--- src/rtl/lfsr_prbs_gen_check_if.sv ---
// Bundle of generator and checker signals for lfsr_prbs_gen_check.
//   i_soft_reset : synchronous reseed of generator, checker back to SEARCH
//   i_seed       : generator seed (zero is replaced by all ones)
//   i_valid      : generator advance enable
//   o_lfsr       : generator state / output word
//   i_chk_valid  : checker input word valid
//   i_chk_data   : checker input word
//   o_lock       : checker locked
//   o_err_pulse  : one-cycle pulse per mismatched word while locked
//   o_err_count  : saturating mismatch count while locked
// master drives the inputs (producer/test side); slave is the block itself.
interface lfsr_prbs_gen_check_if #(
  parameter int unsigned WIDTH = 8,
  parameter int unsigned ERR_W = 16
);
  logic             i_soft_reset;
  logic [WIDTH-1:0] i_seed;
  logic             i_valid;
  logic [WIDTH-1:0] o_lfsr;
  logic             i_chk_valid;
  logic [WIDTH-1:0] i_chk_data;
  logic             o_lock;
  logic             o_err_pulse;
  logic [ERR_W-1:0] o_err_count;

  modport master (
    output i_soft_reset, i_seed, i_valid, i_chk_valid, i_chk_data,
    input  o_lfsr, o_lock, o_err_pulse, o_err_count
  );

  modport slave (
    input  i_soft_reset, i_seed, i_valid, i_chk_valid, i_chk_data,
    output o_lfsr, o_lock, o_err_pulse, o_err_count
  );
endinterface

--- src/rtl/lfsr_prbs_gen_check.sv ---
// Galois LFSR PRBS generator plus a self-synchronising pattern checker sharing
// one feedback polynomial (TAPS).
//   clk   : rising-edge clock
//   i_rst : asynchronous active-low reset
//   bus   : lfsr_prbs_gen_check_if.slave (generator and checker signals)
// The checker seeds its prediction from a received word, needs LOCK_CNT
// consecutive correct predictions to lock, and once locked free-runs its
// prediction so isolated bad words are counted instead of causing a resync.
module lfsr_prbs_gen_check #(
  parameter int unsigned      WIDTH      = 8,
  parameter logic [WIDTH-1:0] TAPS       = 8'hB8,
  parameter int unsigned      LOCK_CNT   = 4,
  parameter int unsigned      UNLOCK_CNT = 4,
  parameter int unsigned      ERR_W      = 16
) (
  input logic                  clk,
  input logic                  i_rst,
  lfsr_prbs_gen_check_if.slave bus
);

  localparam int unsigned MatchW = $clog2(LOCK_CNT + 1);
  localparam int unsigned BadW   = $clog2(UNLOCK_CNT + 1);
  localparam logic [MatchW-1:0] MatchLast = MatchW'(LOCK_CNT - 1);
  localparam logic [BadW-1:0]   BadLast   = BadW'(UNLOCK_CNT - 1);

  typedef enum logic [1:0] {StSearch, StVerify, StLocked} state_e;

  function automatic logic [WIDTH-1:0] step(input logic [WIDTH-1:0] s);
    return (s >> 1) ^ (s[0] ? TAPS : '0);
  endfunction

  // Generator
  logic [WIDTH-1:0] lfsr_q, lfsr_d;

  always_comb begin
    lfsr_d = lfsr_q;
    if (bus.i_soft_reset) begin
      // All-zero is the lock-up state of the LFSR; never load it.
      lfsr_d = (bus.i_seed == '0) ? '1 : bus.i_seed;
    end else if (bus.i_valid) begin
      lfsr_d = step(lfsr_q);
    end
  end

  always_ff @(posedge clk or negedge i_rst) begin
    if (!i_rst) lfsr_q <= '1;
    else        lfsr_q <= lfsr_d;
  end

  assign bus.o_lfsr = lfsr_q;

  // Checker
  state_e            state_q, state_d;
  logic [WIDTH-1:0]  expected_q, expected_d;
  logic [MatchW-1:0] match_cnt_q, match_cnt_d;
  logic [BadW-1:0]   bad_cnt_q, bad_cnt_d;
  logic              lock_q, lock_d;
  logic              err_pulse_q, err_pulse_d;
  logic [ERR_W-1:0]  err_count_q, err_count_d;

  always_comb begin
    state_d     = state_q;
    expected_d  = expected_q;
    match_cnt_d = match_cnt_q;
    bad_cnt_d   = bad_cnt_q;
    err_count_d = err_count_q;
    err_pulse_d = 1'b0;

    if (bus.i_soft_reset) begin
      state_d     = StSearch;
      expected_d  = '0;
      match_cnt_d = '0;
      bad_cnt_d   = '0;
      err_count_d = '0;
    end else if (bus.i_chk_valid) begin
      unique case (state_q)
        StSearch: begin
          if (bus.i_chk_data != '0) begin
            expected_d  = step(bus.i_chk_data);
            match_cnt_d = '0;
            state_d     = StVerify;
          end
        end
        StVerify: begin
          if (bus.i_chk_data == expected_q) begin
            expected_d = step(bus.i_chk_data);
            if (match_cnt_q == MatchLast) begin
              state_d     = StLocked;
              match_cnt_d = '0;
              bad_cnt_d   = '0;
            end else begin
              match_cnt_d = match_cnt_q + MatchW'(1);
            end
          end else begin
            // Reseed from the word just seen; zero cannot seed a prediction.
            match_cnt_d = '0;
            if (bus.i_chk_data == '0) state_d = StSearch;
            else                      expected_d = step(bus.i_chk_data);
          end
        end
        StLocked: begin
          // Free-run the prediction so one bad word does not derail it.
          expected_d = step(expected_q);
          if (bus.i_chk_data == expected_q) begin
            bad_cnt_d = '0;
          end else begin
            err_pulse_d = 1'b1;
            if (err_count_q != '1) err_count_d = err_count_q + ERR_W'(1);
            if (bad_cnt_q == BadLast) begin
              state_d   = StSearch;
              bad_cnt_d = '0;
            end else begin
              bad_cnt_d = bad_cnt_q + BadW'(1);
            end
          end
        end
        default: state_d = StSearch;
      endcase
    end

    lock_d = (state_d == StLocked);
  end

  always_ff @(posedge clk or negedge i_rst) begin
    if (!i_rst) begin
      state_q     <= StSearch;
      expected_q  <= '0;
      match_cnt_q <= '0;
      bad_cnt_q   <= '0;
      lock_q      <= 1'b0;
      err_pulse_q <= 1'b0;
      err_count_q <= '0;
    end else begin
      state_q     <= state_d;
      expected_q  <= expected_d;
      match_cnt_q <= match_cnt_d;
      bad_cnt_q   <= bad_cnt_d;
      lock_q      <= lock_d;
      err_pulse_q <= err_pulse_d;
      err_count_q <= err_count_d;
    end
  end

  assign bus.o_lock      = lock_q;
  assign bus.o_err_pulse = err_pulse_q;
  assign bus.o_err_count = err_count_q;

endmodule

--- src/flat_wrapper.sv ---
// flat-port wrapper written by rule: the top's interface ports become plain ports
module lfsr_prbs_gen_check_flat 
#(
  parameter int unsigned      WIDTH      = 8,
  parameter logic [WIDTH-1:0] TAPS       = 8'hB8,
  parameter int unsigned      LOCK_CNT   = 4,
  parameter int unsigned      UNLOCK_CNT = 4,
  parameter int unsigned      ERR_W      = 16
)
  (clk, i_rst, bus_i_soft_reset, bus_i_seed, bus_i_valid, bus_i_chk_valid, bus_i_chk_data, bus_o_lfsr, bus_o_lock, bus_o_err_pulse, bus_o_err_count);
  lfsr_prbs_gen_check_if #(.WIDTH(WIDTH), .ERR_W(ERR_W)) bus_i ();
  input logic clk;
  input logic i_rst;
  input wire logic [$bits(bus_i.i_soft_reset)-1:0] bus_i_soft_reset;
  input wire logic [$bits(bus_i.i_seed)-1:0] bus_i_seed;
  input wire logic [$bits(bus_i.i_valid)-1:0] bus_i_valid;
  input wire logic [$bits(bus_i.i_chk_valid)-1:0] bus_i_chk_valid;
  input wire logic [$bits(bus_i.i_chk_data)-1:0] bus_i_chk_data;
  output wire logic [$bits(bus_i.o_lfsr)-1:0] bus_o_lfsr;
  output wire logic [$bits(bus_i.o_lock)-1:0] bus_o_lock;
  output wire logic [$bits(bus_i.o_err_pulse)-1:0] bus_o_err_pulse;
  output wire logic [$bits(bus_i.o_err_count)-1:0] bus_o_err_count;
  assign bus_i.i_soft_reset = bus_i_soft_reset;
  assign bus_i.i_seed = bus_i_seed;
  assign bus_i.i_valid = bus_i_valid;
  assign bus_i.i_chk_valid = bus_i_chk_valid;
  assign bus_i.i_chk_data = bus_i_chk_data;
  assign bus_o_lfsr = bus_i.o_lfsr;
  assign bus_o_lock = bus_i.o_lock;
  assign bus_o_err_pulse = bus_i.o_err_pulse;
  assign bus_o_err_count = bus_i.o_err_count;
  lfsr_prbs_gen_check #(.WIDTH(WIDTH), .TAPS(TAPS), .LOCK_CNT(LOCK_CNT), .UNLOCK_CNT(UNLOCK_CNT), .ERR_W(ERR_W)) u_core (.clk(clk), .i_rst(i_rst), .bus(bus_i));
endmodule
--- config.mk ---
export PLATFORM = sky130hd
export DESIGN_NAME = lfsr_prbs_gen_check_flat
export DESIGN_NICKNAME = d
export VERILOG_FILES = /design/src/rtl/lfsr_prbs_gen_check_if.sv /design/src/rtl/lfsr_prbs_gen_check.sv /design/src/flat_wrapper.sv
export SDC_FILE = /design/constraint.sdc
export NUM_CORES = 1
export LEC_CHECK = 0
export CAP_MARGIN = 20
export CELL_PAD_IN_SITES_DETAIL_PLACEMENT = 0
export CELL_PAD_IN_SITES_GLOBAL_PLACEMENT = 2
export CORE_MARGIN = 2
export CORE_UTILIZATION = 25
export DETAILED_ROUTE_END_ITERATION = 8
export GPL_ROUTABILITY_DRIVEN = 0
export GPL_TIMING_DRIVEN = 1
export PLACE_DENSITY_LB_ADDON = 0.1
export SETUP_SLACK_MARGIN = 0.15
export SLEW_MARGIN = 20
export SYNTH_ARGS = -nofsm -noshare
export SYNTH_HDL_FRONTEND = slang
export SYNTH_SLANG_ARGS = --single-unit
--- constraint.sdc ---
create_clock -name clk -period 1.99 [get_ports clk]
set_input_delay 0.4975 -clock clk [delete_from_list [all_inputs] [get_ports clk]]
set_output_delay 0.4975 -clock clk [all_outputs]
set_load 0.05 [all_outputs]
==> results.toml, run 1 <==
[cts]
tritoncts = "built"
cts.sinks = 42
clk_latency_ns = 0.29
clockRootBuffer = "clkbuf_8"
clk_pin_slew_ns = 0.09
htreeDepth = 2
holdBufCountCts = 0
cts_buffer_depth = 2
cts_buffers = 5

[die]
start_util_pct = 25.8
num_rows = 36
die_w_um = 105
dieArea_mm2 = 0.0110
die_y_um = 105
core_mm2 = 0.00982
io_pins = 47

[layout]
antenna_cells = 0
instances_no_fill = 503
layout-area-overhead-vs-synth_pct = 59.1
multi_input_area_mm2 = 0.00176
nets = 393
drive_gt1_share_pct = 51.4
fillers = 1021
regArea_mm2 = 0.00108
fin_util_pct = 41.0

[drt]
wire_per_inst_um = 15.0
drc = 0
viasPerCell = 4.78
dr_total_vias = 2406
drt_iter0_drc = 71
wl_um = 7550
ant_nets = 0
drt_pass1_iterations = 5

[synth]
avgSynthCellArea_um2 = 9.31
synth_seq_area_share_pct = 41.9
synth_cells = 272
synthFlopType = "dfrtp_1"
synth.top_cells.by_count = "a21oi_1 (34), dfrtp_1 (34), nand2_1 (18), nor2_1 (18), o21ai_0 (17)"
synth_area_mm2 = 0.00253
syn_nets = 296
ys_types = 53
synth-edff-count = 0
yosys-top-cells-area = "dfrtp_1 (34%), dfstp_2 (8.3%), a21oi_1 (6.7%), xor2_1 (4.8%), mux2i_1 (3.6%)"
async_flop_share_pct = 100
netlist.area_leader.share_pct = 33.6
ys_ff_latch = 42
synth_area_leader_cell = "dfrtp_1"
yosysWarnings = 0

[global_route]
grt_pass1_vias = 2399
antenna_found_initial = 0
grt_max_degree = 22
grt-ovfl-total = 0
grt_first_pass_wirelength_um = 12400
grt_usage_pct = 14.0

[placement]
hpwl_um = 5360
dpl.cell_count = 486
port_buffers = 46

[worst_setup_path]
max_stage_delay_ns = 0.42
rr_worst_depth = 7
crit_fanout = 11
start_kind = "flop"
crit_path_top_delay_cell = "dfrtp_1"
critPathRequiredTime_ns = 2.17
reg2reg_from = "u_core.expected_q[2]"
timing.critical_path.mode_cell = "nor4_4"
worstPathArrival_ns = 2.17
worst-setup-path-type = "flop to flop"
cp-end-kind = "flop"
crit_buf_inv = 2
critPathTopFamily = "flip-flops"
path_cells = "xor2_2 > nor4_4 > buf_4 > a21o_4 > buf_12 > nor4_4 > mux2_2"
reg2reg_setup_slack_ns = 0.003
rr_endpoint = "u_core.bus.o_err_count[9]"

[sta]
whs_ns = 0.111
clock_skew_ns = 0.00439
rsz0062_at_grt = "yes"
finalHoldViolations = 0
setup_viol = 0
slew_violations = 0
tns_ns = 0
finalCriticalPeriod_ns = 1.99
slew_headroom_pct = 67.9
worstMarginPinSlew_ns = 0.480
max_freq_mhz = 503
period_share_pct = 99.9

[power]
power.density_mw_per_mm2 = 535
peakVddDrop_v = 0.000268
leakage_nw = 1.63

[job]
maxCapViolCount = 0

[min_path]
hp-class = "input port to asynchronous set/reset pin"

[status]
outcome = "finished clean"
cell usage in the layout, fill, tap and decap left out, types with 3 or more instances in the layout:
cell	instances
dfstp_2	8
nand2_1	17
clkbuf_8	5
o21ai_1	4
xnor2_1	3
xor2_1	6
or3_4	9
a21oi_2	13
and3_1	3
or4_1	3
or3_1	4
nor2_1	18
dfrtp_1	22
clkdlybuf4s50_1	11
clkbuf_2	3
buf_12	5
nor2b_1	6
nand4_1	3
nor4_4	6
nand3_1	6
dfrtp_2	12
a21oi_1	20
o31ai_1	8
or4_4	5
buf_4	78
mux2i_1	9
inv_1	4
xor2_2	7
nand2b_1	3
o21ai_0	13
power breakdown:
part	internal (W)	switching (W)	total (W)
Clock	0.000370	0.000322	0.000692
Combinational	0.000237	0.000280	0.000517
Sequential	0.000904	0.0000416	0.000945
cell families (layout without fill, tap and decap cells):
group           after synthesis  count (layout)  synth area share (%)
compound gates               79              79                  19.5
xor+xnor                     18              18                  6.23
fa+ha+maj                     3               3                  1.48
buf+inv                      22             119                  3.95
flops                        42              42                  41.9
mux                          12              12                  4.89
simple gates                 96              97                  22.0
worst max path at each step:
stage	from	end	slack, ns	cells past startpoint
after CTS	u_core.expected_q[0]	u_core.bus.o_lock	0.02	6
after global placement	bus_i_chk_data[7]	u_core.bus.o_err_count[14]	-0.72	8
after detailed placement	bus_i_chk_data[5]	u_core.bus.o_err_count[15]	-0.60	7
after global routing	u_core.expected_q[2]	u_core.bus.o_err_count[9]	-0.07	7
after floorplan	u_core.bus.o_err_count[1]	u_core.bus.o_err_count[1]	-0.04	8
final	u_core.expected_q[2]	u_core.bus.o_err_count[9]	0.003	7
through the flow:
stage	worst slack, ns	instance area, µm²	total power (W)
after floorplan	-0.0381	2720	0.00122
after global placement	-0.717	3600	0.00144
after detailed placement	-0.599	3600	0.00143
after CTS	0.0209	3820	0.00215
after global routing	-0.0667	4030	0.00226
final	0.00269	4030	0.00215
flip-flops by register name (all words and copies together), names as in the netlist:
signal,count
u_core.bus.o_err_pulse,1
u_core.bad_cnt_q,3
u_core.state_q,2
u_core.bus.o_lfsr,8
u_core.match_cnt_q,3
u_core.bus.o_err_count,16
u_core.expected_q,8
u_core.bus.o_lock,1
routing by layer:
metal | GRT usage, % | wire (µm) | up-vias
met1 | 19.2 | 3640 | 1186
met4 | 2.95 | 44 | 0
met3 | 2.68 | 214 | 4
met5 | 0 | 0 | -
met2 | 22.8 | 3650 | 29
li1 | - | - | 1187
what timing repair did:
action,CTS,global route
pin swaps,10,17
gates resized for setup,33,48
setup endpoints to repair,34,33
buffers inserted,4,4
gates cloned,1,0
area by class of cell:
cell class	count	share of cell area (%)
clock inverters	3	0.993
well taps	133	4.13
clock buffers	5	1.71
multi-input cells	209	43.7
flip-flops and latches	42	26.7
repair buffers	106	22.4
inverters	5	0.466
(Power assumes the default switching activity.)
==> run 2: changes to the inputs <==
--- a/config.mk
+++ b/config.mk
@@ -13,7 +13,7 @@
 export DETAILED_ROUTE_END_ITERATION = 8
 export GPL_ROUTABILITY_DRIVEN = 0
 export GPL_TIMING_DRIVEN = 1
-export PLACE_DENSITY_LB_ADDON = 0.1
+export PLACE_DENSITY = 0.74
 export SETUP_SLACK_MARGIN = 0.15
 export SLEW_MARGIN = 20
 export SYNTH_ARGS = -nofsm -noshare
==> constraint.sdc (replaced) <==
create_clock -name clk -period 2.53 [get_ports clk]
set_input_delay 0.6325 -clock clk [delete_from_list [all_inputs] [get_ports clk]]
set_output_delay 0.6325 -clock clk [all_outputs]
set_load 0.05 [all_outputs]
==> run 2 against run 1 <==
Against the previous run:
- cell count shrank 6.8%
- critical path type is now flop to output pin
- critical endpoint is now bus_o_lfsr[4]
- global-route usage decreased by 1.3 points
- largest power group unchanged
- largest cell class unchanged
- die area stayed put
- routed wire length decreased by 9.1%
- first-iteration DRC count up 66%
- sequential cell count is the same
- final area decreased by 14%
- utilization down 5.6 points
==> results.toml, run 2 (same netlist as run 1, synthesis figures left out) <==
[drt]
drt_iter0_drc = 118
viasPerCell = 4.80
drc = 0
ant_nets = 0
drt_pass1_iterations = 4
wire_per_inst_um = 14.6
dr_total_vias = 2253
wl_um = 6860

[placement]
dpl.cell_count = 458
dp_worst_setup_slack_ns = -0.243
hpwl_um = 4730
port_buffers = 46

[worst_setup_path]
cp-end-kind = "output pin"
critPathRequiredTime_ns = 1.90
crit_path_top_delay_cell = "clkdlybuf4s50_1"
worst-setup-path-type = "flop to output pin"
worstPathArrival_ns = 1.67
rr_worst_depth = 6
crit_buf_inv = 1
cp.depth = 1
crit_fanout = 3
max_stage_delay_ns = 0.81
critPathTopFamily = "buffers and inverters"
start_kind = "flop"
path_cells = "clkdlybuf4s50_1"

[power]
p_int_w = 0.00104
peakVddDrop_v = 0.000221
clkPwrFrac_pct = 29.7
pwr-share-comb_pct = 21.2
leakage_nw = 1.38
swShare_pct = 31.6
power.density_mw_per_mm2 = 437
power_frac_seq_pct = 49.1
p_sw_w = 0.000481

[global_route]
grt_max_degree = 43
antenna_found_initial = 0
grt_first_pass_wirelength_um = 11400
grt-ovfl-total = 0
grt_usage_pct = 12.7
grt_pass1_vias = 2299

[sta]
setup_ws_ns = 0.227
finalHoldViolations = 0
slew_headroom_pct = 56.3
worstMarginPinSlew_ns = 0.656
clock_skew_ns = 0.00745
rsz0062_at_grt = "no"
max_freq_mhz = 434
period_share_pct = 91.0
setup_viol = 0
finalCriticalPeriod_ns = 2.30
tns_ns = 0
slew_violations = 0

[die]
core_mm2 = 0.00982
die_w_um = 105
die_y_um = 105
io_pins = 47
num_rows = 36
start_util_pct = 25.8
dieArea_mm2 = 0.0110

[cts]
clk_latency_ns = 0.30
clk_pin_slew_ns = 0.09
htreeDepth = 2
holdBufCountCts = 0
cts_buffer_depth = 2
clockRootBuffer = "clkbuf_8"
tritoncts = "built"
cts_buffers = 5
cts.sinks = 42

[layout]
antenna_cells = 0
final_cell_mix = "clkdlybuf4s50_1 (36), a21oi_1 (34), dfrtp_1 (34), buf_4 (25)"
fillers = 1067
final_common_cell = "clkdlybuf4s50_1"
largest_register_ffs = 16
nets = 359
instances_no_fill = 469
layout-area-overhead-vs-synth_pct = 37.4
drive_gt1_share_pct = 21.4

[status]
outcome = "finished clean"

[job]
maxCapViolCount = 0

[min_path]
hp-class = "input port to asynchronous set/reset pin"
run 2: cell types whose count changed in the layout (fill, tap and decap cells not counted), moves of 7 or more:
cell / change
a21oi_2: -13
dfrtp_2: -12
dlygate4sd2_1: +7
clkdlybuf4s50_1: +25
dfrtp_1: +12
or3_4: -9
a21oi_1: +14
buf_4: -53
run 2: routing by layer:
metal	vias up	part of all wire, %	GRT usage [%]
met1	1087	47	16.9
met4	0	1.2	3.62
met3	6	3.3	2.31
met2	37	48	21.0
met5	-	0	0
li1	1123	-	-
run 2: worst paths after layout:
path                                         endpoint  slack [ns]             startpoint
max in group asynchronous  u_core.bus.o_err_count[15]        1.74                  i_rst
min in group clk                u_core.match_cnt_q[2]        0.50  u_core.match_cnt_q[2]
setup reg to reg                 u_core.expected_q[1]        0.35   u_core.expected_q[0]
hold / removal                  u_core.match_cnt_q[1]        0.40                  i_rst
setup / recovery                        bus_o_lfsr[4]        0.23   u_core.bus.o_lfsr[4]
hold reg to reg                 u_core.match_cnt_q[2]        0.50  u_core.match_cnt_q[2]
run 2: final cells by class:
class / instances / area, µm² / area share, %
Clock buffer: 5 / 68.8 / 1.98
Clock inverter: 3 / 21.3 / 0.612
Tap cell: 133 / 166 / 4.78
Inverter: 5 / 18.8 / 0.540
Timing Repair Buffer: 73 / 687 / 19.7
Sequential cell: 42 / 1060 / 30.5
Multi-Input combinational cell: 208 / 1460 / 41.8
run 2: metrics by stage:
| stage | instance area [µm²] | utilization [%] | power [W] | hold slack (ns) |
|---|---|---|---|---|
| finish | 3480 | 35.4 | 0.00152 | 0.399 |
| global route | 3480 | 35.4 | 0.00160 | 0.454 |
| CTS | 3410 | 34.7 | 0.00154 | 0.424 |
| detailed placement | 3270 | 33.3 | 0.00108 | 0.481 |
| global placement | 3270 | 33.3 | 0.00107 | 0.469 |
| floorplan | 2530 | - | 0.000939 | 0.337 |
run 2: what timing repair did:
action | 4_1_cts | 5_1_grt
setup endpoints to repair | 14 | 22
pin swaps | 2 | 3
cloned | 1 | 0
buffers inserted | 0 | 2
gates resized for setup | 13 | 10
run 2: power by group through the flow:
stage / Sequential (W) / Combinational (W) / Clock (W)
after CTS: 0.000746 / 0.000320 / 0.000478
after detailed placement: 0.000758 / 0.000318 / 0
after global placement: 0.000756 / 0.000316 / 0
after floorplan: 0.000807 / 0.000132 / 0
after global routing: 0.000751 / 0.000349 / 0.000502
final: 0.000746 / 0.000322 / 0.000450
